**src/rtl/game_round_ctrl.sv**
```systemverilog
// game_round_ctrl: round sequencer for the binary number game.
// Drives the number generator, times each guess window, checks the
// player's switch value and keeps the score over a fixed number of rounds.
module game_round_ctrl #(
    parameter int unsigned ROUNDS     = 8,
    parameter int unsigned TIME_LIMIT = 200,
    parameter int unsigned GEN_CYCLES = 3
) (
    input  logic       clk,
    input  logic       rst_n,
    input  logic       start,
    input  logic       tick,
    input  logic [0:3] gen_result,
    output logic       gen_enable,
    input  logic [0:3] guess,
    input  logic       submit,
    output logic [0:3] target,
    output logic [7:0] time_left,
    output logic [3:0] round_no,
    output logic [3:0] score,
    output logic       busy,
    output logic       hit,
    output logic       miss,
    output logic       done
);

    localparam int unsigned NUM_W = 4;
    localparam int unsigned TIME_W = 8;
    localparam int unsigned CNT_W = 4;
    localparam int unsigned GEN_W = (GEN_CYCLES < 2) ? 1 : $clog2(GEN_CYCLES);

    typedef enum logic [2:0] {
        IDLE  = 3'd0,
        GEN   = 3'd1,
        LOAD  = 3'd2,
        PLAY  = 3'd3,
        CHECK = 3'd4,
        DONE  = 3'd5
    } state_t;

    state_t             state, state_d;
    logic [GEN_W-1:0]   gen_cnt, gen_cnt_d;
    logic               has_prev, has_prev_d;
    logic               timeout, timeout_d;
    logic [0:NUM_W-1]   guess_q, guess_q_d;
    logic [0:NUM_W-1]   target_d;
    logic [TIME_W-1:0]  time_left_d;
    logic [CNT_W-1:0]   round_no_d;
    logic [CNT_W-1:0]   score_d;
    logic               gen_enable_d;
    logic               busy_d;
    logic               hit_d;
    logic               miss_d;
    logic               done_d;

    // State and output registers; reset clears everything immediately.
    always_ff @(posedge clk or negedge rst_n) begin
        if (!rst_n) begin
            state      <= IDLE;
            gen_cnt    <= '0;
            has_prev   <= 1'b0;
            timeout    <= 1'b0;
            guess_q    <= '0;
            target     <= '0;
            time_left  <= '0;
            round_no   <= '0;
            score      <= '0;
            gen_enable <= 1'b0;
            busy       <= 1'b0;
            hit        <= 1'b0;
            miss       <= 1'b0;
            done       <= 1'b0;
        end else begin
            state      <= state_d;
            gen_cnt    <= gen_cnt_d;
            has_prev   <= has_prev_d;
            timeout    <= timeout_d;
            guess_q    <= guess_q_d;
            target     <= target_d;
            time_left  <= time_left_d;
            round_no   <= round_no_d;
            score      <= score_d;
            gen_enable <= gen_enable_d;
            busy       <= busy_d;
            hit        <= hit_d;
            miss       <= miss_d;
            done       <= done_d;
        end
    end

    // Next-state and next-output logic; outputs are decoded from the next
    // state so the registered copies line up with the state they describe.
    always_comb begin
        state_d     = state;
        gen_cnt_d   = gen_cnt;
        has_prev_d  = has_prev;
        timeout_d   = timeout;
        guess_q_d   = guess_q;
        target_d    = target;
        time_left_d = time_left;
        round_no_d  = round_no;
        score_d     = score;
        hit_d       = 1'b0;
        miss_d      = 1'b0;

        case (state)
            IDLE, DONE: begin
                if (start) begin
                    score_d    = '0;
                    round_no_d = '0;
                    has_prev_d = 1'b0;
                    timeout_d  = 1'b0;
                    gen_cnt_d  = '0;
                    state_d    = GEN;
                end
            end
            GEN: begin
                if (gen_cnt == GEN_W'(GEN_CYCLES - 1)) begin
                    gen_cnt_d = '0;
                    state_d   = LOAD;
                end else begin
                    gen_cnt_d = gen_cnt + GEN_W'(1);
                end
            end
            LOAD: begin
                // Never present the same number twice in a row: reroll.
                if (has_prev && (gen_result == target)) begin
                    state_d = GEN;
                end else begin
                    target_d    = gen_result;
                    has_prev_d  = 1'b1;
                    time_left_d = TIME_W'(TIME_LIMIT);
                    state_d     = PLAY;
                end
            end
            PLAY: begin
                // A submit beats a simultaneous tick.
                if (submit) begin
                    guess_q_d = guess;
                    timeout_d = 1'b0;
                    hit_d     = (guess == target);
                    miss_d    = (guess != target);
                    state_d   = CHECK;
                end else if (tick) begin
                    if (time_left <= TIME_W'(1)) begin
                        time_left_d = '0;
                        timeout_d   = 1'b1;
                        miss_d      = 1'b1;
                        state_d     = CHECK;
                    end else begin
                        time_left_d = time_left - TIME_W'(1);
                    end
                end
            end
            CHECK: begin
                if (!timeout && (guess_q == target) && (score != CNT_W'(15))) begin
                    score_d = score + CNT_W'(1);
                end
                round_no_d = round_no + CNT_W'(1);
                if (round_no == CNT_W'(ROUNDS - 1)) begin
                    state_d = DONE;
                end else begin
                    state_d = GEN;
                end
            end
            default: begin
                state_d = IDLE;
            end
        endcase

        gen_enable_d = (state_d == GEN);
        busy_d       = (state_d == GEN) || (state_d == LOAD) ||
                       (state_d == PLAY) || (state_d == CHECK);
        done_d       = (state_d == DONE);
    end

endmodule

```
**config.mk**
```make
export PLATFORM = sky130hd
export DESIGN_NAME = game_round_ctrl
export DESIGN_NICKNAME = d
export VERILOG_FILES = /design/src/rtl/game_round_ctrl.sv
export SDC_FILE = /design/constraint.sdc
export NUM_CORES = 1
export LEC_CHECK = 0
export CAP_MARGIN = 20
export CORE_ASPECT_RATIO = 0.9
export CORE_MARGIN = 2
export CORE_UTILIZATION = 30
export DETAILED_ROUTE_END_ITERATION = 10
export PLACE_DENSITY_LB_ADDON = 0.15
export SLEW_MARGIN = 10
export SYNTH_ARGS = -nofsm -noshare
export SYNTH_HDL_FRONTEND = slang
export SYNTH_SLANG_ARGS = --single-unit
```
**constraint.sdc**
```tcl
create_clock -name clk -period 2.5 [get_ports clk]
set_input_delay 0.375 -clock clk [delete_from_list [all_inputs] [get_ports clk]]
set_output_delay 0.375 -clock clk [all_outputs]
set_load 0.01 [all_outputs]
```
# Word level (Yosys, flattened, before mapping)
# Index checks and enable logic that the tools add are counted.
[op_classes] addsub=4 n_mul=0 div_mod_pow=0 magnitude_cmp=1 eq_ne=24 n_shift=0 n_mux=33 bitwise_logic=1 n_reduce_logical=22
[op_table] cell="2-to-1 mux 8 bit" n=4
[op_table] cell="2-to-1 mux 3 bit" n=6
[op_table] cell="one-hot mux 4 bit (2 select lines)" n=2
[op_table] cell="one-hot mux 8 bit (2 select lines)" n=1
[op_table] cell="one-hot mux 3 bit (5 select lines)" n=1
[op_table] cell="equality test 3 x 2 -> 1 bit (second input constant)" n=4
[op_table] cell="equality test 3 bit (second input constant)" n=4
[op_table] cell="equality test 4 bit" n=3
[op_table] cell="2-to-1 mux 1 bit" n=11
[op_table] cell="!= test 2 bit (second input constant)" n=5
[op_table] cell="nonzero test 2 bit" n=5
[op_table] cell="adder 4 x 1 -> 4 bit (second input constant)" n=2
[op_table] cell="less-or-equal comparator 8 x 1 -> 1 bit (second input constant)" n=1
[op_table] cell="2-to-1 mux 4 bit" n=2
[op_table] cell="AND reduction 2 bit" n=4
[op_table] cell="AND reduction 4 bit" n=2
[op_table] cell="subtractor 8 x 1 -> 8 bit (second input constant)" n=1
[op_table] cell="equality test 3 x 1 -> 1 bit (second input constant)" n=2
[op_table] cell="2-to-1 mux 2 bit" n=3
[op_table] cell="!= test 3 bit (second input constant)" n=2
[op_table] cell="AND reduction 3 bit" n=2
[op_table] cell="equality test 4 x 3 -> 1 bit (second input constant)" n=1
[op_table] cell="!= test 4 bit" n=1
[op_table] cell="!= test 4 bit (second input constant)" n=1
[op_table] cell="other kinds (10)" n=15
[totals] regBits=36 latchBits=0 ram_bits=0 mem_bits_ro=0 elab_cells=99 n_memories=0

# Depth between registers and ports, before layout
# Gate-level depths: netlist (run 1).
[logic_depth] ltp_word=9 mapped_depth=6

# Least setup slack after synthesis (run 1)
# Ideal clock, no wire load.
[synth_timing] path_type="register -> register" start="register target[3] (netlist bit)" end="register time_left[1]" arrival_ps=1563 required_ps=2375 path_slack_ps=812 stages_incl_launch_ff=5 path_buffers=0 period_less_slack_ps=1688 path_cell_list="dfrtp_1 -> xor2_1 -> o41ai_4 -> nand2_2 -> mux2_4"
[synth_between] elab_chain_len=4
[synth_lines] element="start: declaration" line_no="17" source="output logic [0:3] target,"
[synth_lines] element="start signal: assignment" line_no="79" source="target <= target_d;"
[synth_lines] element="equality test 4 bit" line_no="127" source="if (has_prev && (gen_result == target)) begin"
[synth_lines] element="logical AND 1 bit" line_no="127"
[synth_lines] element="!= test 2 bit (no source line)"
[synth_lines] element="AND reduction 4 bit (no source line)"
[synth_lines] element="end signal: assignment" line_no="80" source="time_left <= time_left_d;"
[synth_lines] element="end: declaration" line_no="18" source="output logic [7:0] time_left,"
# Every way passes these cells.
# A chain may end at the register's enable or synchronous reset.

# Worst setup path in the final report (run 1)
[layout_timing] start="input gen_result[3] (netlist bit)" end="register time_left[1]"
[layout_between] elab_chain_len=4
[layout_lines] element="start: declaration" line_no="13" source="input logic [0:3] gen_result,"
[layout_lines] element="equality test 4 bit" line_no="127"
[layout_lines] element="logical AND 1 bit" line_no="127"
[layout_lines] element="!= test 2 bit (no source line)"
[layout_lines] element="AND reduction 4 bit (no source line)"
# Every way passes these cells.

==> results_dict.tcl, run 1 <==
set metrics [dict create \
    status "finished, final reports clean" \
    yosys-top-cells-area "dfrtp_1 (47%), mux2_2 (5.9%), xnor2_1 (3.2%), xor2_1 (3.2%), nand2_1 (3.2%)" \
    antenna_found_initial 0 \
    power_density_nw_per_um2 1010 \
    leakage_nw 1.04 \
    diodes 0 \
    power_mw 2.52 \
    avgSynthCellArea_um2 10.8 \
    synth_cell_types 46 \
    cts_resized 0 \
    die_area_um2 6980 \
    detail-route-antenna-nets 0 \
    vias 1455 \
    synth_top_area_share_pct 47.5 \
    grt_overflow 0 \
    cap_violations 0 \
    drt_wl_total_um 3960 \
    ios 38 \
    syn_area_um2 1900 \
    hp-class "in -> async" \
    worstMarginPinSlew_ns 0.617 \
    clk_pin_slew_ns 0.07 \
    setup_violations 0 \
    slew_headroom_pct 58.5 \
    cts_tree "done" \
    avgViaCountPerCell 4.77 \
    max_freq_mhz 516 \
    cp.required_ns 2.68 \
    crit_arrival_ns 2.11 \
    first_iter_violations 74 \
    io_buffer_count 37 \
    post_cts.repair.setup_buffers 0 \
    ys.flop_type "dfrtp_1" \
    finalSetupTns_ns 0 \
    post-place-cells 297 \
    grt_pass1_vias 1389 \
    synth_seq_area_share_pct 47.5 \
    finClkSkew_ns 0.00363 \
    die_h_um 79.4 \
    start_util_pct 31.0 \
    post_dp_cell_area_um2 2370 \
    min_period_over_period_pct 77.6 \
    syn2layout_area_growth_pct 31.5 \
    die_w_um 87.8 \
    dp_hpwl_um 2940 \
    fill_cells 619 \
    design_area_um2 2490 \
    grt_setup_unrepaired "false" \
    grt_max_degree 37 \
    dr.pass1.iters 4 \
    gr-usage-all-layers_pct 12.6 \
    syn-instance-count 175 \
    rows 27 \
    synth-edff-count 0 \
    async_reset_ff_share_pct 100 \
    critPathLaunchType "input port" \
    post-synth-top-area-cell "dfrtp_1" \
    worstSkewPairLatency_ns 0.29 \
    cts.sinks 36 \
    wire_per_inst_um 13.0 \
    cts_hold_buf 0 \
    drcViolationCount 0 \
    yosysWarnings 0 \
    cts.htree.levels 2 \
    cts_made_buffers 5 \
    slew_violations 0 \
    gp_congestion 0.801 \
    ys_ff_latch 36 \
    layout.area.seq_um2 901 \
    ir_worst_vdd_v 0.000543 \
    root_buffer "clkbuf_8" \
    hold_viol_final 0 \
    multi_input_area_um2 967 \
    synth_fp_nets 192 \
    hold_ws_ns 0.130 \
    crit_path_end_kind "register" \
    rr_worst_depth 5 \
    finalNetCount 234 \
    layout-drive-gt1-share_pct 14.2 \
    grt_pass1_wl_um 6730 \
    path_class "in -> reg" \
    core_um2 6110 \
    critPathMaxFanout 6 \
    clockBufferDepth 2 \
    layout.cells.non_filler 305 \
    period_minus_slack_ns 1.94 \
]
[where the power goes]
| group | switching (mW) | total, mW | internal, mW |
|---|---|---|---|
| combinational | 0.432 | 0.965 | 0.533 |
| clock | 0.208 | 0.560 | 0.352 |
| sequential | 0.238 | 1.00 | 0.762 |
[cell type report]
class	count	area share, %
clock inverters	1	1.20
well taps	87	4.36
inverters	3	0.451
repair buffers	39	15.2
flip-flops and latches	36	36.1
clock buffers	7	3.86
multi-input cells	132	38.8
[cell usage in the layout (no fill, tap or decap), types with 3 or more instances in the layout]
master	synthesis	final
nand2_1	16	16
clkbuf_8	0	7
mux2i_1	3	3
nand3_1	4	4
ha_1	4	4
dfrtp_1	36	36
nand3b_1	3	3
nor2b_1	3	3
a31oi_1	5	5
a21oi_1	9	9
o21ai_0	8	8
clkdlybuf4s50_1	0	36
xor2_1	7	7
mux2_2	10	10
nor2_1	11	11
nand2b_1	3	3
xnor2_1	7	7
nor3_1	6	6
inv_1	3	3
[cells by family (layout without fill, tap and decap cells)]
logic type      count (synthesis)  after routing  share of synthesized area [%]
simple gates                   62             62                           19.3
mux                            14             14                           8.31
compound gates                 38             38                           14.3
buf+inv                         7             50                           1.52
xor+xnor                       14             14                           6.46
fa+ha+maj                       4              4                           2.64
flops                          36             36                           47.5
[Yosys cell counts (2+ instances only)]
cell      count
clkbuf_1      2
nand3b_1      3
buf_2         2
nor2_1       11
dfrtp_1      36
mux2i_1       3
or3_1         2
nor2b_1       3
nand4_1       2
xor2_1        7
mux2_2       10
inv_1         3
a21oi_1       9
o21ai_0       8
nor3_1        6
nand2b_1      3
o22a_1        2
o31ai_1       2
a31oi_1       5
ha_1          4
nand3_1       4
a22o_1        2
nor3b_1       2
nand2_1      16
xnor2_1       7
[worst max-delay path: stages]
cell             delay, ns
clkdlybuf4s50_1       0.43
xor2_1                0.19
o41ai_4               0.58
nand2_2               0.20
mux2_4                0.33
[path summary, 6_finish.rpt]
| path | startpoint | endpoint | slack [ns] |
|---|---|---|---|
| worst max-delay path | gen_result[3] | time_left[1] | 0.56 |
| worst min-delay path | rst_n | gen_cnt[0] | 0.13 |
| worst max register to register | state[2] | score[2] | 0.62 |
| worst min register to register | has_prev | has_prev | 0.48 |
| max in group asynchronous | rst_n | state[1] | 2.05 |
| min in group clk | has_prev | has_prev | 0.48 |
[layer usage]
layer	up-vias	track usage (%)	wire length, um
li1	723	-	-
met1	692	17.6	1940
met2	33	18.0	1760
met3	7	3.93	198
met4	0	5.08	56
met5	-	0	0
[flip-flops by register name (all words and copies together) (netlist names)]
signal      cells
busy            1
done            1
gen_cnt         2
gen_enable      1
guess_q         4
has_prev        1
hit             1
miss            1
round_no        4
score           4
state           3
target          4
time_left       8
timeout         1
[per-stage QoR]
stage          setup slack (ns)  util (%)
2_1_floorplan             0.812         -
3_3_place_gp              0.299      38.7
3_5_place_dp              0.233      38.7
4_1_cts                   0.545      40.8
5_1_grt                   0.473      40.8
6_report                  0.561      40.8
Note: power is estimated with default switching activity, not from simulation.
==> inputs of run 2 (changes only) <==
Clock period 2.5 ns to 2 ns, I/O delays scaled along.
==> results_dict.tcl, run 2 (synthesis results as in run 1) <==
set metrics [dict create \
    die_h_um 79.4 \
    period_minus_slack_ns 1.75 \
    diodes 0 \
    start_util_pct 31.0 \
    crit_buf_inv 1 \
    wire_per_inst_um 13.0 \
    hp-class "in -> async" \
    grt_pass1_vias 1412 \
    rows 27 \
    slew_violations 0 \
    slew_headroom_pct 68.5 \
    ir_worst_vdd_v 0.000608 \
    regToRegStartpoint "time_left[0]" \
    leakage_nw 1.07 \
    die_w_um 87.8 \
    path_delay_family "compound AO/OA/AOI/OAI gates" \
    critPathMaxFanout 6 \
    top_register "time_left" \
    rr_worst_depth 6 \
    largest_reg_flops 8 \
    drcViolationCount 0 \
    root_buffer "clkbuf_8" \
    cap_violations 0 \
    fill_cells 619 \
    grt_overflow 0 \
    power_mw 3.04 \
    cts_hold_buf 0 \
    ios 38 \
    layout.cells.non_filler 314 \
    layout-drive-gt1-share_pct 17.2 \
    grt_setup_unrepaired "false" \
    min_period_over_period_pct 87.6 \
    power_density_nw_per_um2 1210 \
    syn2layout_area_growth_pct 32.9 \
    drt_wl_total_um 4090 \
    clockBufferDepth 2 \
    hold_ws_ns 0.0534 \
    clk_pin_slew_ns 0.07 \
    worstSkewPairLatency_ns 0.29 \
    hold_viol_final 0 \
    post-place-cells 307 \
    io_buffer_count 37 \
    cts_made_buffers 5 \
    finClkSkew_ns 0.00563 \
    layout_common_cells "dfrtp_1 (36), clkdlybuf4s50_1 (36), nand2_1 (16)" \
    worstReg2RegEnd "miss" \
    core_um2 6110 \
    dr.pass1.iters 4 \
    crit_path_end_kind "register" \
    die_area_um2 6980 \
    path_cells "inv_1 -> ha_1 -> o211a_1 -> and2_1 -> o21ai_0 -> nor2b_1" \
    finalNetCount 244 \
    worstMarginPinSlew_ns 0.473 \
    post_cts.repair.setup_buffers 0 \
    status "finished, final reports clean" \
    design_area_um2 2520 \
    cts.sinks 36 \
    cts_tree "done" \
    detail-route-antenna-nets 0 \
    crit_path_top_delay_cell "dfrtp_1" \
    critPathLaunchType "register" \
    vias 1473 \
    dp_hpwl_um 3030 \
    gr-usage-all-layers_pct 12.8 \
    cts.htree.levels 2 \
    path_class "reg -> reg" \
    first_iter_violations 89 \
    cp.required_ns 2.17 \
    crit_arrival_ns 1.92 \
    antenna_found_initial 0 \
    setup_violations 0 \
    critPathMaxStageDelay_ns 0.39 \
    gp_congestion 0.771 \
    post_dp_cell_area_um2 2440 \
    avgViaCountPerCell 4.69 \
    max_freq_mhz 571 \
    utilization_pct 41.2 \
    grt_max_degree 37 \
    cts_resized 0 \
    r2r_slack_ns 0.25 \
    grt_pass1_wl_um 6940 \
]
## run 2: changes by cell type in the layout (fill, tap and decap cells not counted)
cell,change
buf_4,+10
bufinv_16,-1
clkbuf_1,+1
clkbuf_8,-2
clkinv_2,+1
## run 2: cell type report
| class | count | area, um2 | area share (%) |
|---|---|---|---|
| clock inverter | 1 | 5.00 | 0.199 |
| timing repair buffer | 49 | 455 | 18.1 |
| multi-input combinational | 132 | 967 | 38.4 |
| inverter | 3 | 11.3 | 0.447 |
| clock buffer | 6 | 72.6 | 2.88 |
| sequential | 36 | 901 | 35.7 |
| tap | 87 | 109 | 4.32 |
## run 2: worst max path at each step
| stage | startpoint | to | slack, ns | cells after the start |
|---|---|---|---|---|
| 4_1_cts | time_left[0] | miss | 0.24 | 6 |
| 2_1_floorplan | target[3] | time_left[1] | 0.31 | 4 |
| 3_5_place_dp | gen_result[3] | time_left[1] | -0.02 | 5 |
| 5_1_grt | time_left[0] | miss | 0.15 | 6 |
| 3_3_place_gp | gen_result[3] | time_left[1] | -0.007 | 5 |
| 6_report | time_left[0] | miss | 0.25 | 6 |
## run 2: through the flow
stage | setup TNS [ns] | worst slack [ns]
after floorplan | 0 | 0.312
after global placement | -0.00724 | -0.00724
after detailed placement | -0.0158 | -0.0158
after CTS | 0 | 0.245
after global routing | 0 | 0.152
final | 0 | 0.247
## run 2: layer usage
metal / global-route usage (%) / share of wire (%) / routed length, um
met5: 0 / 0 / 0
met4: 3.69 / 0.95 / 39
met3: 3.52 / 4.6 / 187
met2: 18.3 / 44 / 1790
met1: 18.7 / 51 / 2070
## run 2: power breakdown
group / switching, mW / internal [mW]
Clock: 0.262 / 0.237
Combinational: 0.597 / 0.736
Sequential: 0.257 / 0.953
Total: 1.12 / 1.93
==> inputs of run 3 (changes only) <==
Settings changed: CELL_PAD_IN_SITES_DETAIL_PLACEMENT set to 0, CELL_PAD_IN_SITES_GLOBAL_PLACEMENT set to 1, CTS_BUF_LIST set to sky130_fd_sc_hd__clkbuf_16, GPL_TIMING_DRIVEN set to 0.
==> results_dict.tcl, run 3 (synthesis results as in run 1) <==
set metrics [dict create \
    cts.htree.levels 2 \
    min_period_over_period_pct 94.0 \
    ios 38 \
    cts_tree "done" \
    layout-drive-gt1-share_pct 14.3 \
    hold_viol_final 0 \
    post-place-cells 300 \
    grt_pass1_vias 1488 \
    ir_worst_vdd_v 0.000613 \
    wire_per_inst_um 13.9 \
    worstMarginPinSlew_ns 0.693 \
    clock_power_share_pct 22.6 \
    leakage_nw 1.07 \
    seqPwrFrac_pct 37.5 \
    rows 27 \
    cp.required_ns 2.16 \
    drcViolationCount 0 \
    cts_resized 0 \
    hold_ws_ns 0.483 \
    switching_power_mw 1.14 \
    diodes 0 \
    crit_arrival_ns 2.03 \
    hp-class "in -> async" \
    vias 1499 \
    grt_pass1_wl_um 7290 \
    path_class "in -> reg" \
    die_area_um2 6980 \
    layout.cells.non_filler 311 \
    grt_overflow 0 \
    die_h_um 79.4 \
    cts.sinks 36 \
    slew_headroom_pct 53.5 \
    worstSkewPairLatency_ns 0.27 \
    top_register "time_left" \
    cts_made_buffers 5 \
    start_util_pct 31.0 \
    max_freq_mhz 532 \
    gr-usage-all-layers_pct 13.4 \
    grt_max_degree 23 \
    combPwrFrac_pct 39.9 \
    setup_violations 0 \
    first_iter_violations 45 \
    status "finished, final reports clean" \
    period_minus_slack_ns 1.88 \
    gp_congestion 0.716 \
    root_buffer "clkbuf_16" \
    avgViaCountPerCell 4.82 \
    clockBufferDepth 2 \
    core_um2 6110 \
    critPathLaunchType "input port" \
    finalNetCount 240 \
    clk_pin_slew_ns 0.06 \
    dr.pass1.iters 4 \
    largest_reg_flops 8 \
    detail-route-antenna-nets 0 \
    die_w_um 87.8 \
    layout_common_cells "dfrtp_1 (36), clkdlybuf4s50_1 (36), nand2_1 (16)" \
    io_buffer_count 37 \
    grt_setup_unrepaired "false" \
    finClkSkew_ns 0.00451 \
    crit_path_end_kind "register" \
    intPower_mw 2.10 \
    power_density_nw_per_um2 1260 \
    syn2layout_area_growth_pct 35.2 \
    antenna_found_initial 0 \
    critPathMaxFanout 6 \
    drt_wl_total_um 4330 \
    cap_violations 0 \
    dp_hpwl_um 3230 \
    setup_slack_ns 0.121 \
    slew_violations 0 \
    p_sw_share_pct 35.2 \
    place_ws_ns -0.227 \
]
run 3: cell count changes in the layout (fill, tap and decap cells not counted), sizes merged:
cell         delta
buf             -6
clkinvlp        +1
inv             +1
dlygate4sd3     +1
run 3: per-stage QoR:
| stage | power (mW) | util [%] | area (um2) | TNS [ns] |
|---|---|---|---|---|
| 3_5_place_dp | 2.51 | 39.2 | 2400 | -0.716 |
| 6_report | 3.23 | 41.9 | 2560 | 0 |
| 5_1_grt | 3.48 | 41.9 | 2560 | 0 |
| 2_1_floorplan | 1.99 | - | 1900 | 0 |
| 4_1_cts | 3.28 | 41.7 | 2550 | 0 |
| 3_3_place_gp | 2.48 | 38.9 | 2380 | -8.03 |
run 3: what timing repair did:
action                                  CTS  global route
endpoints found under the setup margin    0             1
hold endpoints to repair                 14             0
buffers inserted                          0             2
hold buffers                              1             0
run 3: worst paths after layout:
path | startpoint | to | slack [ns] | depth (start not counted)
max | gen_result[2] | time_left[1] | 0.12 | 6
max in group asynchronous | rst_n | time_left[7] | 1.08 | 3
min in group clk | gen_cnt[1] | gen_cnt[1] | 0.52 | 1
max reg2reg | target[2] | time_left[1] | 0.15 | 5
min reg2reg | gen_cnt[1] | gen_cnt[1] | 0.52 | 1
min | rst_n | round_no[3] | 0.48 | 2
run 3: critical path, cell delays in order:
cell and delay, ns:
clkdlybuf4s50_1 0.49, xnor2_1 0.12, nand2_1 0.12, o41ai_4 0.48, nand2_2 0.19, mux2_4 0.33
run 3: layout make-up:
cell class	instances	area, um2
Fill cell	602	3550
Multi-Input combinational cell	132	967
Sequential cell	36	901
Timing Repair Buffer	41	418
Clock buffer	5	125
Tap cell	87	109
Buffer	4	17.5
Clock inverter	3	15.0
Inverter	3	11.3
run 3: metal layers:
metal,GRT usage [%],share of wire (%),vias to the layer above
met5,0,0,-
met4,3.69,0.83,0
li1,-,-,731
met3,3.72,4.2,4
met1,18.7,49,736
met2,20.4,46,28
run 3: power groups by stage:
stage,logic (mW),registers [mW],clock network (mW)
6_report,1.29,1.21,0.731
5_1_grt,1.44,1.25,0.790
4_1_cts,1.30,1.22,0.757
3_5_place_dp,1.29,1.23,0
3_3_place_gp,1.27,1.21,0
2_1_floorplan,0.752,1.24,0
